==> src/rtl/dec_arb_pkg.sv <==
// Shared constants and types for the decoder round-robin arbiter.
// Sized for the 16-output one-hot decoder it fronts.
package dec_arb_pkg;

   localparam int unsigned N_REQ = 16;
   localparam int unsigned SEL_W = 4;

   typedef enum logic [1:0] {
      IDLE  = 2'd0,
      GRANT = 2'd1,
      GAP   = 2'd2
   } arb_state_t;

endpackage

==> src/rtl/dec_rr_arbiter_rr_pick.sv <==
// Combinational round-robin picker: first set request at or after ptr, wrapping 15 -> 0.
// Rotates so ptr lands at bit 0, priority-encodes, then rotates the index back.
module rr_pick
   import dec_arb_pkg::*;
(
   input  logic [N_REQ-1:0] req,
   input  logic [SEL_W-1:0] ptr,
   output logic [SEL_W-1:0] idx,
   output logic             any
);

   logic [N_REQ-1:0] rot;
   logic [SEL_W-1:0] enc;

   always_comb begin
      rot = '0;
      for (int i = 0; i < N_REQ; i++) begin
         rot[i] = req[SEL_W'(i) + ptr];
      end
   end

   // Scan high to low so the lowest set bit wins.
   always_comb begin
      enc = '0;
      for (int i = N_REQ - 1; i >= 0; i--) begin
         if (rot[i]) begin
            enc = SEL_W'(i);
         end
      end
   end

   assign idx = enc + ptr;
   assign any = |req;

endmodule

==> src/rtl/dec_rr_arbiter.sv <==
// Round-robin arbiter that owns the 16-way one-hot decoder's select/enable.
// Grants last at most HOLD_MAX cycles and are followed by a fixed two-cycle quiet period.
module dec_rr_arbiter
   import dec_arb_pkg::*;
#(
   parameter int unsigned HOLD_MAX = 4
) (
   input  logic             clk,
   input  logic             rst,
   input  logic [N_REQ-1:0] req,
   input  logic             done,
   output logic [SEL_W-1:0] sel,
   output logic             sel_vld,
   output logic [N_REQ-1:0] gnt
);

   localparam int unsigned CntW = $clog2(HOLD_MAX + 1);
   localparam logic [CntW-1:0] CntMax = CntW'(HOLD_MAX);

   arb_state_t       state_q, state_d;
   logic [SEL_W-1:0] ptr_q, ptr_d;
   logic [SEL_W-1:0] sel_q, sel_d;
   logic [CntW-1:0]  cnt_q, cnt_d;
   logic             sel_vld_q, sel_vld_d;
   logic [N_REQ-1:0] gnt_q, gnt_d;

   logic [SEL_W-1:0] pick_idx;
   logic             pick_any;
   logic             release_c;

   rr_pick u_rr_pick (
      .req (req),
      .ptr (ptr_q),
      .idx (pick_idx),
      .any (pick_any)
   );

   assign release_c = done | ~req[sel_q] | (cnt_q == CntMax);

   always_comb begin
      state_d   = state_q;
      ptr_d     = ptr_q;
      sel_d     = sel_q;
      cnt_d     = cnt_q;
      sel_vld_d = sel_vld_q;
      gnt_d     = gnt_q;
      unique case (state_q)
         IDLE: begin
            if (pick_any) begin
               state_d   = GRANT;
               sel_d     = pick_idx;
               sel_vld_d = 1'b1;
               gnt_d     = {{(N_REQ - 1){1'b0}}, 1'b1} << pick_idx;
               cnt_d     = CntW'(1);
            end
         end
         GRANT: begin
            if (release_c) begin
               // sel is left as-is; only the enable and one-hot drop.
               state_d   = GAP;
               ptr_d     = sel_q + SEL_W'(1);
               sel_vld_d = 1'b0;
               gnt_d     = '0;
            end else begin
               cnt_d = cnt_q + CntW'(1);
            end
         end
         GAP: begin
            state_d = IDLE;
         end
         default: begin
            state_d   = IDLE;
            sel_vld_d = 1'b0;
            gnt_d     = '0;
         end
      endcase
   end

   always_ff @(posedge clk) begin
      if (rst) begin
         state_q   <= IDLE;
         ptr_q     <= '0;
         sel_q     <= '0;
         cnt_q     <= '0;
         sel_vld_q <= 1'b0;
         gnt_q     <= '0;
      end else begin
         state_q   <= state_d;
         ptr_q     <= ptr_d;
         sel_q     <= sel_d;
         cnt_q     <= cnt_d;
         sel_vld_q <= sel_vld_d;
         gnt_q     <= gnt_d;
      end
   end

   assign sel     = sel_q;
   assign sel_vld = sel_vld_q;
   assign gnt     = gnt_q;

endmodule
==> config.mk <==
export PLATFORM = sky130hd
export DESIGN_NAME = dec_rr_arbiter
export DESIGN_NICKNAME = d
export VERILOG_FILES = /design/src/rtl/dec_arb_pkg.sv /design/src/rtl/dec_rr_arbiter_rr_pick.sv /design/src/rtl/dec_rr_arbiter.sv
export SDC_FILE = /design/constraint.sdc
export NUM_CORES = 1
export LEC_CHECK = 0
export BUFFER_PORTS_ARGS = -buffer_cell sky130_fd_sc_hd__buf_4
export CAP_MARGIN = 20
export CORE_MARGIN = 5
export CORE_UTILIZATION = 27
export CTS_BUF_LIST = sky130_fd_sc_hd__clkbuf_16
export DETAILED_ROUTE_END_ITERATION = 7
export PLACE_DENSITY = 0.49
export SLEW_MARGIN = 0
export SYNTH_ARGS = -nofsm -noshare
export SYNTH_HDL_FRONTEND = slang
export SYNTH_SLANG_ARGS = --single-unit
==> constraint.sdc <==
create_clock -name clk -period 5.65 [get_ports clk]
set_clock_uncertainty 0.15 [all_clocks]
set_input_delay 0.565 -clock clk [delete_from_list [all_inputs] [get_ports clk]]
set_output_delay 0.565 -clock clk [all_outputs]
set_load 0.01 [all_outputs]
==> results.ini, run 1 <==
[outcome]
status=complete, no violations

[synthesis]
avgSynthCellArea_um2=11.47
ys_types=50
ys_seq_area_share_pct=22.77
synth_cells=230
synth-edff-count=0
yosysWarnings=0
synth_area_um2=2638
synthFlopType=dfxtp_1
async_flop_share_pct=0
syn_nets=263
ys_ff_latch=30

[cells_and_area]
fill_cells=985
antenna-diode-count=0
synthToLayoutAreaGrowth_pct=22.72
drive_above_1_share_pct=33.46
num-nets-final=301
final_cells=402
multi_input_area_um2=1941
register_area_um2=600.6

[global_routing]
grt_use_total_pct=11.47
grt_max_degree=20
antenna_found_initial=0
grt_pass1_vias=2025
grt_pass1_wl_mm=10.66
overflow=0

[clock_tree]
clkTransAtPathRegs_ps=60
cts.sinks=30
post_cts_resized=0
cts_buffers=5
postCtsHoldBufs=0
cts-root-buf=clkbuf_16
clk-insertion-delay-late_ps=270
tritoncts=yes
clockBufferDepth=2
post_cts_buffers=0
htreeDepth=2

[floorplanning]
initial_utilization_pct=27.36
die_w_um=108.8
die_h_um=108.8
io_pins=40
die_area_um2=11850
core.rowCount=36
core_area_um2=9639

[drt]
drc=0
via_count=2055
drtPass1Iterations=5
wl_per_cell_um=16.48
drt-initial-drc-count=107
totalWireLength_mm=6.625
via_per_inst=5.112
postRouteAntennaNets=0

[setup_path]
criticalPathCategory=flip-flop to flip-flop
required_ps=5720
setup.worst_path.start_class=flip-flop
cp-end-kind=flip-flop
crit_buf_inv=1
arrival_ps=4730
reg2reg_slack_ps=990
crit_family=compound AO/OA/AOI/OAI gates
worstPathCellList=inv_1 -> ha_1 -> mux4_1 -> mux2i_1 -> mux2i_1 -> nor2_1 -> o21ai_0 -> a211oi_1 -> o22ai_1 -> ha_1 -> a21o_1 -> a21oi_1 -> xnor2_1 -> xnor2_2 -> a32o_1
cp_slowest_cell=dfxtp_1
r2r-start=ptr_q[0]
r2r_cells=15
slowest_delay_ps=690
r2r_end=gnt[4]
crit_fanout=13

[sta]
timing.hold.ws_ps=320.0
setup_tns_ps=0
max_freq_mhz=214.5
hold_viol_final=0
rsz0062_at_grt=false
slew_violations=0
fin_crit_ps=4663
post-route-period-util_pct=82.53
worst_pin_slew_ps=752.5
relSlewSlack_pct=49.77
setup_violations=0

[placement]
place_inst=394
gp_congestion=0.7837
place_hpwl_mm=5.121
port_buffers=39

[pwr]
ir_worst_vdd_v=0.0001769
power_density_nw_per_um2=484.7
p_leak_nw=1.208

[min_path]
hold_start=gnt[8]
hold_end=gnt[8]
hp-class=flip-flop to flip-flop
whs_path_depth=1

[job]
maxCapViolations=0

-- placed cells by master (no fill, tap or decap), types with 5 or more instances in the layout --
cell,instances
buf_4,45
dfxtp_1,30
a32o_1,16
mux4_2,15
nor2_1,15
ha_1,13
mux2i_1,12
mux2_2,11
mux4_1,10
nand2_1,9
xnor2_1,9
a21oi_1,7
inv_1,5
xor2_1,5
nor4_1,5
clkbuf_16,5
-- metal layers --
layer | up-vias | GRT usage, % | share of wire (%)
met4 | 0 | 3.697 | 1.9
li1 | 996 | - | -
met3 | 8 | 2.191 | 3.4
met1 | 1006 | 15.46 | 47
met2 | 45 | 18.53 | 48
met5 | - | 0 | 0
-- how the worst max path moves through the flow --
stage                  start  endpoint  depth (start not counted)  slack, ps
floorplan           ptr_q[1]    gnt[0]                         15       1400
global placement    ptr_q[0]    gnt[4]                         15       1120
detailed placement  ptr_q[0]    gnt[4]                         15       1010
CTS                 ptr_q[0]    gnt[4]                         15       1010
global route        ptr_q[0]    gnt[7]                         15        630
finish              ptr_q[0]    gnt[4]                         15        990
-- where the power goes --
group          switching, mW  internal [mW]  leakage, nW
logic                  0.490          0.456        0.880
registers             0.0685          0.254        0.245
clock network         0.0942          0.206       0.0836
-- cell families (layout without fill, tap and decap cells) --
kind of cell    count (synthesis)  after routing  synth area share [%]
fa+ha+maj                      14             14                 6.926
buf+inv                        21             60                 3.653
flops                          30             30                 22.77
simple gates                   53             53                 12.05
compound gates                 43             43                 13.61
mux                            53             53                 35.10
xor+xnor                       16             16                 5.883
-- final cells by class --
type / count / share of cell area (%)
inverters: 7 / 0.8118
well taps: 133 / 5.141
clock inverters: 3 / 1.237
clock buffers: 5 / 3.865
multi-input cells: 179 / 59.95
repair buffers: 45 / 10.44
flip-flops and latches: 30 / 18.55
-- sequential cells by signal (all words and copies together) (netlist names) --
name / count
gnt: 16
ptr_q: 4
sel: 4
cnt_q: 3
state_q: 2
sel_vld: 1
-- worst reg2reg max path, delay by kind of cell (launching register included) --
| family | cells | cell delay [ps] |
|---|---|---|
| fa+ha+maj | 2 | 780 |
| mux | 3 | 710 |
| compound gates | 6 | 1220 |
| xor+xnor | 2 | 620 |
| simple gates | 1 | 270 |
| buf+inv | 1 | 170 |
| flops | 1 | 690 |
-- synthesized netlist by cell type (all sizes together), types with 2 or more instances --
master  count  share of area, %
xnor2      10               3.6
buf         7               1.7
o21ai       4              0.76
a21oi       7               1.3
nor4        6               2.0
inv         6              0.85
a211oi      5               1.6
dfxtp      30                23
nor3        3              0.57
ha         13               6.2
nor3b       3              0.85
o21bai      2              0.57
nand4       3              0.71
and3b       2              0.66
nand2       9               1.3
xor2        6               2.3
mux2       13               5.6
clkbuf      7               1.0
mux2i      15               6.8
nor2       15               2.1
a32o       16               6.1
and2        4              0.95
mux4       25                23
nor2b       3              0.71
a21boi      3              0.85
-- stage by stage --
step                cell area (um2)  power [mW]  setup slack, ps  utilization [%]
floorplan                      2638       1.035             1399                -
global placement               3072       1.276             1123            31.87
detailed placement             3072       1.276             1006            31.87
CTS                            3237       1.586             1008            33.58
global route                   3237       1.686            633.6            33.58
finish                         3237       1.569            987.2            33.58
No activity file was read; power rests on OpenSTA's default activity.
==> inputs of run 2 (changes only) <==
==> constraint.sdc (replaced) <==
create_clock -name clk -period 4.75 [get_ports clk]
set_clock_uncertainty 0.15 [all_clocks]
set_input_delay 0.475 -clock clk [delete_from_list [all_inputs] [get_ports clk]]
set_output_delay 0.475 -clock clk [all_outputs]
set_load 0.01 [all_outputs]
==> results.ini, run 2 (synthesis gave the netlist of run 1 again) <==
[outcome]
status=complete, no violations

[sta]
setup_tns_ps=0  ; unchanged
layout_setup_ws_ps=457.3  ; -529.8 ps
fin_crit_ps=4293  ; -370.2 ps
setup_violations=0  ; unchanged
slew_violations=0  ; unchanged
relSlewSlack_pct=61.95  ; +12 points
worst_pin_slew_ps=566.3  ; -186.1 ps
rsz0062_at_grt=false
max_freq_mhz=233.0  ; +8.6%
post-route-period-util_pct=90.37  ; +7.8 points
hold_viol_final=0  ; unchanged
timing.hold.ws_ps=315.6  ; -4.404 ps

[cells_and_area]
drive_above_1_share_pct=34.56  ; +1.1 points
largest_register_ffs=16  ; unchanged
layout_commonest_cell=buf_4
antenna-diode-count=0  ; unchanged
mostFrequentLayoutCells=48 x buf_4, 29 x dfxtp_1, 16 x a32o_1, 15 x mux4_2, 15 x nor2_1
num-nets-final=304  ; +1.0%
design_area_um2=3261  ; +0.73%
synthToLayoutAreaGrowth_pct=23.62
final_cells=405  ; +0.75%

[clock_tree]
clk-insertion-delay-late_ps=270  ; about the same
cts.sinks=30  ; unchanged
clkTransAtPathRegs_ps=50  ; about the same
clockBufferDepth=2  ; unchanged
cts_buffers=5  ; unchanged
tritoncts=yes
cts-root-buf=clkbuf_16
htreeDepth=2  ; unchanged
postCtsHoldBufs=0  ; unchanged

[min_path]
whs_path_depth=1  ; unchanged
hp-class=flip-flop to flip-flop
hold_start=gnt[1]
hold_end=gnt[1]

[setup_path]
r2r_end=gnt[6]
cp-end-kind=flip-flop
arrival_ps=4300  ; -430 ps
required_ps=4760  ; -960 ps
crit_fanout=9  ; -4
r2r-start=ptr_q[0]
r2r_cells=16  ; +1
reg2reg_slack_ps=460  ; -530 ps
criticalPathCategory=flip-flop to flip-flop
setup.worst_path.start_class=flip-flop

[placement]
dp_slack_ps=296.1  ; -709.5 ps
port_buffers=39  ; unchanged
gp_congestion=0.7375  ; -5.9%
place_hpwl_mm=5.185  ; +1.2%
place_inst=396  ; +0.51%
placed_area_um2=3087  ; +0.49%

[floorplanning]
die_h_um=108.8  ; unchanged
core_area_um2=9639  ; unchanged
core.rowCount=36  ; unchanged
initial_utilization_pct=27.36  ; unchanged
io_pins=40  ; unchanged
die_area_um2=11850  ; unchanged
die_w_um=108.8  ; unchanged

[pwr]
switching_share_pct=41.05  ; -0.57 points
p_comb_share_pct=61.7  ; +1.4 points
ir_worst_vdd_v=0.0001730  ; -2.2%
power_density_nw_per_um2=571.6  ; +18%
p_int_mw=1.099  ; +20%
power_frac_seq_pct=19.4  ; -1.1 points
clockPowerShare_pct=18.8  ; -0.3 points
p_leak_nw=1.223  ; +1.3%
power_switching_mw=0.7650  ; +17%

[global_routing]
grt_use_total_pct=11.58  ; +0.10 points
antenna_found_initial=0  ; unchanged
overflow=0  ; unchanged
grt_max_degree=20  ; unchanged
grt_pass1_wl_mm=10.77  ; +1.0%
grt_pass1_vias=2113  ; +4.3%

[drt]
via_count=2065  ; +0.49%
via_per_inst=5.099  ; -0.26%
drtPass1Iterations=4  ; -1
wl_per_cell_um=16.12  ; -2.2%
totalWireLength_mm=6.528  ; -1.5%
drc=0  ; unchanged
postRouteAntennaNets=0  ; unchanged
drt-initial-drc-count=101  ; -5.6%

[job]
maxCapViolations=0  ; unchanged

run 2: cell count changes in the layout (fill, tap and decap cells not counted), sizes merged:
cell | before | now
buf | 45 | 48
run 2: repair_timing:
item,in CTS,in global routing
setup buffers,0,1
setup endpoints to repair,0,17
gates resized for setup,0,1
run 2: worst max-delay path by stage:
stage              from       to  slack [ps]
2_1_floorplan  ptr_q[1]   gnt[0]         500
3_3_place_gp   ptr_q[0]  gnt[15]         430
3_5_place_dp   ptr_q[0]   gnt[6]         300
4_1_cts        ptr_q[0]   gnt[4]         280
5_1_grt        ptr_q[0]   gnt[8]          80
6_report       ptr_q[0]   gnt[6]         460
run 2: final cells by class:
| class | count | area, um2 |
|---|---|---|
| clock buffers | 5 | 125.1 |
| inverters | 7 | 26.28 |
| repair buffers | 48 | 360.3 |
| multi-input cells | 179 | 1941 |
| fillers | 1017 | 6379 |
| well taps | 133 | 166.4 |
| clock inverters | 3 | 40.04 |
| flip-flops and latches | 30 | 601.8 |
run 2: stage by stage:
stage | total power [mW] | util (%)
floorplan | 1.231 | -
global placement | 1.512 | 32.02
detailed placement | 1.517 | 32.02
CTS | 1.875 | 33.74
global route | 2.012 | 33.83
finish | 1.864 | 33.83
run 2: power groups by stage:
stage	registers, mW	clock network [mW]	logic (mW)
floorplan	0.357	0	0.874
global placement	0.367	0	1.15
detailed placement	0.368	0	1.15
CTS	0.364	0.358	1.15
global route	0.372	0.372	1.27
finish	0.362	0.351	1.15
run 2: routing by layer:
layer / vias up / wire, um / GRT usage (%)
met5: - / 0 / 0
met3: 5 / 173 / 1.776
met1: 1017 / 2944 / 15.10
li1: 1004 / - / -
met2: 39 / 3359 / 20.21
met4: 0 / 51 / 2.525
run 2: critical path: stages, from the launching register on:
cell	delay [ps]
dfxtp_2	440
inv_1	90
ha_1	450
mux4_1	370
mux2i_1	220
mux2i_1	130
nor2_1	300
o21ai_0	150
a211oi_1	310
o22ai_1	150
ha_1	280
a21o_1	170
a21oi_1	160
xnor2_1	250
xnor2_2	110
buf_4	180
a32o_1	260
